$ cat config.mk
export PLATFORM = sky130hd
export DESIGN_NAME = key_unlock_seq
export DESIGN_NICKNAME = d
export VERILOG_FILES = /design/src/rtl/key_unlock_pkg.sv /design/src/rtl/key_unlock_seq.sv
export SDC_FILE = /design/constraint.sdc
export NUM_CORES = 1
export LEC_CHECK = 0
export ABC_AREA = 1
export CORE_MARGIN = 10
export CORE_UTILIZATION = 50
export DETAILED_ROUTE_END_ITERATION = 8
export GPL_TIMING_DRIVEN = 0
export PLACE_DENSITY_LB_ADDON = 0.25
export SYNTH_ARGS = -nofsm -noshare
export SYNTH_HDL_FRONTEND = slang
export SYNTH_SLANG_ARGS = --single-unit
$ cat constraint.sdc
create_clock -name clk -period 1.7 [get_ports clk]
set_input_delay 0.51 -clock clk [delete_from_list [all_inputs] [get_ports clk]]
set_output_delay 0.51 -clock clk [all_outputs]
set_load 0.05 [all_outputs]
$ cat src/rtl/key_unlock_pkg.sv
// rtl/key_unlock_pkg.sv - constants, unlock address table and state encoding for key_unlock_seq
package key_unlock_pkg;

  localparam int UNLOCK_LEN = 6;
  localparam logic [3:0] UNLOCK_SEQ [UNLOCK_LEN] = '{4'h2, 4'hA, 4'hB, 4'h9, 4'h2, 4'hA};
  localparam logic [3:0] READ_ADDR = 4'h0;
  localparam logic [15:0] EXPECTED_KEY = 16'h00B2;

  typedef enum logic [2:0] {IDLE, SETUP, STROBE, GAP, DONE} state_t;
  typedef enum logic {PH_UNLOCK, PH_READ} phase_t;

  // Table lookup by compare so an out-of-range index reads as zero.
  function automatic logic [3:0] unlock_addr(input logic [4:0] idx);
    unlock_addr = 4'h0;
    for (int i = 0; i < UNLOCK_LEN; i++) begin
      if (idx == 5'(i)) unlock_addr = UNLOCK_SEQ[i];
    end
  endfunction

endpackage

$ cat src/rtl/key_unlock_seq.sv
// rtl/key_unlock_seq.sv - serial key device unlock-then-read sequencer
// Optional key comparator output enabled by KEY_UNLOCK_CHECK_EN.
module key_unlock_seq
  import key_unlock_pkg::*;
#(
  parameter int READ_BITS  = 8,
  parameter int GAP_CYCLES = 1
) (
  input  logic        clk,
  input  logic        rst_n,
  input  logic        start,
  input  logic        abort,
  input  logic        sdrd,
  output logic        ba13,
  output logic        ba12,
  output logic [3:0]  ba_lo,
  output logic        br_w,
  output logic        sser_n,
  output logic        busy,
  output logic        done,
`ifdef KEY_UNLOCK_CHECK_EN
  output logic        key_match,
`endif
  output logic [15:0] key_data
);

  localparam logic [4:0] UNLOCK_LAST = 5'(UNLOCK_LEN - 1);
  localparam logic [4:0] READ_LAST   = 5'(READ_BITS - 1);
  localparam logic [1:0] GAP_LAST    = 2'((GAP_CYCLES > 0) ? GAP_CYCLES - 1 : 0);

  state_t      state, state_nx;
  phase_t      phase;
  logic [4:0]  index;
  logic [1:0]  gap_cnt;
  logic [15:0] key_nx;
  logic        access_end;
  logic        last_access;
  logic        accept;

  assign accept      = (state == IDLE) && start && !abort;
  assign last_access = (phase == PH_UNLOCK) ? (index == UNLOCK_LAST) : (index == READ_LAST);
  assign access_end  = ((state == STROBE) && (GAP_CYCLES == 0)) ||
                       ((state == GAP) && (gap_cnt == GAP_LAST));

  always_comb begin
    state_nx = state;
    case (state)
      IDLE:    if (start) state_nx = SETUP;
      SETUP:   state_nx = STROBE;
      STROBE: begin
        if (GAP_CYCLES != 0)                     state_nx = GAP;
        else if (last_access && phase == PH_READ) state_nx = DONE;
        else                                     state_nx = SETUP;
      end
      GAP: begin
        if (gap_cnt == GAP_LAST)
          state_nx = (last_access && phase == PH_READ) ? DONE : SETUP;
      end
      DONE:    state_nx = IDLE;
      default: state_nx = IDLE;
    endcase
    if (abort) state_nx = IDLE;
  end

  // Bus drive: idle values unless an access is in flight.
  always_comb begin
    ba13   = 1'b1;
    ba12   = 1'b0;
    ba_lo  = 4'h0;
    br_w   = 1'b0;
    sser_n = 1'b1;
    busy   = 1'b0;
    done   = (state == DONE);
    if (state == SETUP || state == STROBE || state == GAP) begin
      ba13   = 1'b0;
      ba12   = 1'b1;
      br_w   = 1'b1;
      ba_lo  = (phase == PH_UNLOCK) ? unlock_addr(index) : READ_ADDR;
      sser_n = (state != STROBE);
      busy   = 1'b1;
    end
  end

  // Abort suppresses the sdrd sample that would end a read strobe.
  always_comb begin
    key_nx = key_data;
    if (!abort) begin
      if (state == STROBE && phase == PH_READ) key_nx = {key_data[14:0], sdrd};
      if (access_end && phase == PH_UNLOCK && last_access) key_nx = 16'h0000;
    end
  end

  always_ff @(posedge clk) begin
    if (!rst_n) begin
      state    <= IDLE;
      phase    <= PH_UNLOCK;
      index    <= 5'd0;
      gap_cnt  <= 2'd0;
      key_data <= 16'h0000;
    end else begin
      state    <= state_nx;
      key_data <= key_nx;
      if (accept) begin
        phase   <= PH_UNLOCK;
        index   <= 5'd0;
        gap_cnt <= 2'd0;
      end else if (!abort) begin
        if (state == STROBE)   gap_cnt <= 2'd0;
        else if (state == GAP) gap_cnt <= gap_cnt + 2'd1;
        if (access_end) begin
          if (phase == PH_UNLOCK && last_access) begin
            phase <= PH_READ;
            index <= 5'd0;
          end else if (index != 5'h1f) begin
            index <= index + 5'd1;
          end
        end
      end
    end
  end

`ifdef KEY_UNLOCK_CHECK_EN
  always_ff @(posedge clk) begin
    if (!rst_n || accept)                   key_match <= 1'b0;
    else if (state_nx == DONE && state != DONE) key_match <= (key_nx == EXPECTED_KEY);
  end
`endif

endmodule

Word level (Yosys, flattened, before mapping). Cells that the tools add are included. Widths: inputs -> output; s select.

Add/subtract/negate cells: 2. Eq/ne operators: 14. Mux-type cells: 22. Bitwise operators: 3. Reduce and logical (&&, ||, !) cells: 24.

Operator list (count): $mux 16 (2); $mux 4 (7); $eq 5x3->1 const B (3); $pmux 3 s4 (1); $eq 5x2->1 const B (2); $mux 5 (2); $mux 3 (3); $logic_and 1x1->1 (8); $eq 3x2->1 const B (2); $mux 2 (3); $reduce_and 2->1 (3); $reduce_and 3->1 (2); $reduce_bool 2->1 (3); $add 5x1->5 const B (1); $eq 5x1->1 const B (1); $logic_not 5->1 (1); $ne 5x5->1 const B (1); $mux 1 (4); $ne 2x2->1 const B (2); $reduce_or 2->1 (2); $eq 3x1->1 const B (1); $eq 3x3->1 const B (1); $logic_not 3->1 (1); $ne 3x2->1 const B (1); other kinds (5) (8).

Register bits: 27. Input port bits: 5. Output and inout port bits: 26. Logic and storage cells: 70.

Longest topological paths before layout.
Depth after elaboration: 9. Gate-level depth with buffers: 10. Depth with buffers taken out: 10.

Least setup slack after synthesis. No wires, ideal clock.

Kind: reg2out. From: register state[1]. To: output ba_lo[0]. Data arrival time: 2.663 ns. Data required time: 1.190 ns. Setup slack: -1.473 ns. Cell stages (with the launch flop): 5. Buffers on the path: 0. Path through: dfxtp_1 -> nor2_1 -> nor2_1 -> nand2_1 -> a211oi_1.

Longest elaborated chain between the ends: 4. Elaborated cells on any way between the ends: 6. Those cells by class: eq/ne (3); mux (1); reduce/logical (2).

Ends and longest elaborated chain: start: declaration (line key_unlock_seq.sv:31) `state_t state, state_nx;`; start signal: assignment (line key_unlock_seq.sv:101) `state <= state_nx;`; $eq 3x1->1 / $eq 3x2->1 (equally long branches) (line key_unlock_seq.sv:74) `if (state == SETUP || state == STROBE || state == GAP) begin`; $logic_or 1x1->1 (line key_unlock_seq.sv:74); $logic_or 1x1->1 * (line key_unlock_seq.sv:74); $mux 4 * (line key_unlock_seq.sv:74); end: declaration (line key_unlock_seq.sv:16) `output logic [3:0] ba_lo,`.

Mark *: on every way between the ends. The rest lies on a longest branch, timed or not.

Worst setup path after layout.
From: register index[1]. To: output ba_lo[1].

Longest elaborated chain between the ends: 9. Elaborated cells on any way between the ends: 14. Those cells by class: eq/ne (5); mux (8); reduce/logical (1).

Ends and longest elaborated chain: start: declaration (line key_unlock_seq.sv:33) `logic [4:0] index;`; start signal: assignment (line key_unlock_seq.sv:115) `index <= index + 5'd1;`; $logic_not 5->1 (line key_unlock_pkg.sv:16) `if (idx == 5'(i)) unlock_addr = UNLOCK_SEQ[i];`; $mux 2 (line key_unlock_pkg.sv:16); $mux 4 (4 in series) (line key_unlock_pkg.sv:16); $mux 4 * (line key_unlock_pkg.sv:16); $mux 4 * (line key_unlock_seq.sv:78) `ba_lo = (phase == PH_UNLOCK) ? unlock_addr(index) : READ_ADDR;`; $mux 4 * (line key_unlock_seq.sv:74).

Marks and branches as above.

==> flow_summary.toml <==
[global_routing]
met1_usage_pct = 14.3
grt-busiest-layer = "met2"
grt_overflow = 0
grtUsageMet2_pct = 24.4
grt.met3_usage_pct = 5.65
antenna_found_initial = 0
grt_usage_pct = 14.1
grt_first_pass_wirelength_um = 6310
grt_pass1_vias = 1485
grt_max_degree = 17

[worst_setup_path]
cp-end-kind = "output pin"
timing.rr.start = "index[1]"
crit_type = "reg2out"
required_ns = 1.19
reg2reg_slack_ns = -0.03
reg2reg_to = "key_data[0]"
startpoint_type = "register"
critPathArrivalTime_ns = 1.56
critPathMaxFanout = 4
worstRegToRegCells = 12

[timing]
period_minus_slack_ns = 2.07
fin_crit_sh_pct = 122
slew_viol_final = 0
setup_tns_ns = -1.55
max_clock_freq_ghz = 0.482
skew_ns = 0.00455
max_slew_margin_pct = 53.6
hold_viol_final = 0
rsz0062_at_grt = "yes"
setup_slack_ns = -0.373
worst_pin_slew_ns = 0.696
holdWs_ns = 0.492
setup_viol_count_final = 15

[clock_tree]
clk_latency_ns = 0.32
cts_max_level = 1
cts_root_buffer = "clkbuf_4"
cts_buffer_depth = 2
cts_tree = "built"
cts.clk_slew.worst_paths_ns = 0.15
clock_sinks = 27
cts_buffers = 3

[power_and_ir_drop]
ir_drop_v = 0.000630
finalPower_mw = 1.10
p_per_area_nw_per_um2 = 504
p_leak_nw = 0.818

[layout]
drive_gt1_share_pct = 45.3
areaGrowthSynthToFinish_pct = 51.2
fin_cells = 276
final_cell_mix = "nand2_1, nand3_1, dfxtp_1"
multi_input_area_um2 = 880
seq_area_um2 = 558
fill_cells = 194
n_antenna_cell = 0
finalNetCount = 257
layout_commonest_cell = "nand2_1"

[yosys]
synth.largest_area_cell = "dfxtp_1"
yosysSeqAreaShare_pct = 37.4
syn_area_per_cell_um2 = 7.37
ys_ff_latch = 27
syn_inst = 196
yosysWarnings = 0
synth_area_um2 = 1440
netlist.area_leader.share_pct = 37.4
synthTopCellsByArea = "dfxtp_1, nand3_1, nand2_1"
synth_cell_type_count = 24
syn-num-nets = 207

[status]
violations = "setup timing"
status = "complete, but fails checks"

[hold_path]
min_to = "gap_cnt[1]"
whs_path_depth = 2
min_from = "gap_cnt[1]"
worst_hold_path_type = "reg2reg"

[place]
gp_congestion = 0.839
hpwl_um = 2600
dp.cells = 256
io_buffers = 29

[drt]
drt_pre_antenna_iters = 4
vias_per_cell = 5.45
vias = 1503
routed_wl_um = 4100
antenna_left = 0
remaining_drc_errors = 0
first_iter_violations = 73
wl_per_cell_um = 14.9

[run]
drv_cap = 0

[floorplan]
initial_core_util_pct = 52.4
row_count = 19
dieHeight_um = 73.7
die_area_um2 = 5440
io_pins = 31
core_region_area_um2 = 2760
die_w_um = 73.7
==> critical path: stages, from the launching register on <==
cell and delay, ns:
dfxtp_4 0.40, inv_4 0.08, ha_4 0.15, inv_4 0.04
nor2_4 0.09, nand2_2 0.06, inv_2 0.06, nor2_1 0.04
a21oi_2 0.14, buf_6 0.17
==> kinds of logic (layout without fill, tap and decap cells) <==
group                      after synthesis  count (layout)  share of synthesized area [%]
adders and majority gates                6               6                           5.20
and+or+nand+nor                         97              97                           31.1
DFF                                     27              27                           37.4
AOI/OAI and AO/OA                       31              31                           14.1
buffers and inverters                   34              83                           11.9
other                                    1               1                          0.260
==> flip-flops by register name (all words and copies together), names as in the netlist <==
name and count:
gap_cnt 2, state 3, key_data 16, phase 1, index 5
==> Yosys cell counts (all sizes together) <==
library cell  count
conb              1
nor3              3
nor4              1
a211oi            2
inv              25
nand4             2
dfxtp            27
nand2            38
buf               7
a21oi            27
nand3            33
ha                6
clkbuf            1
clkinv            1
nor2             20
a31oi             2
==> layout make-up <==
class                      instances  area share (%)
sequential                        27            25.6
timing repair buffer              47            23.0
tap                               31            1.78
buffer                             6            2.81
clock inverter                     1           0.287
multi-input combinational        135            40.3
clock buffer                       3            1.03
inverter                          26            5.27
==> metal layers <==
layer | up-vias | routed length, µm
met4 | 0 | 23
met5 | - | 0
li1 | 738 | -
met1 | 705 | 1620
met3 | 6 | 332
met2 | 54 | 2120
==> metrics by stage <==
step / setup WS (ns) / cell area, µm² / utilization (%)
2_1_floorplan: -0.225 / 1490 / -
3_3_place_gp: -0.665 / 1820 / 66.1
3_5_place_dp: -0.710 / 1820 / 66.1
4_1_cts: -0.389 / 2010 / 72.7
5_1_grt: -0.457 / 2180 / 79.2
6_report: -0.373 / 2180 / 79.2
==> how the worst max path moves through the flow <==
| stage | from | to | cells after the start |
|---|---|---|---|
| 6_report | index[1] | ba_lo[1] | 9 |
| 5_1_grt | index[1] | ba_lo[1] | 9 |
| 4_1_cts | index[1] | ba_lo[1] | 7 |
| 2_1_floorplan | state[1] | ba_lo[0] | 4 |
| 3_3_place_gp | index[1] | ba_lo[1] | 9 |
| 3_5_place_dp | index[0] | ba_lo[1] | 8 |
==> repair_timing <==
item,4_1_cts,5_1_grt
buffers inserted,8,8
endpoints found under the setup margin,28,29
pin swaps,3,8
cloned,0,2
endpoints found under the hold margin,0,0
hold buffers,0,0
resized for setup,132,41
==> power by group <==
part           internal (mW)  total [mW]  leakage, nW  switching (mW)
registers              0.630       0.632        0.222         0.00229
clock network         0.0917       0.284       0.0183           0.193
logic                 0.0781       0.183        0.578           0.105
Note: power is estimated with default switching activity, not from simulation.
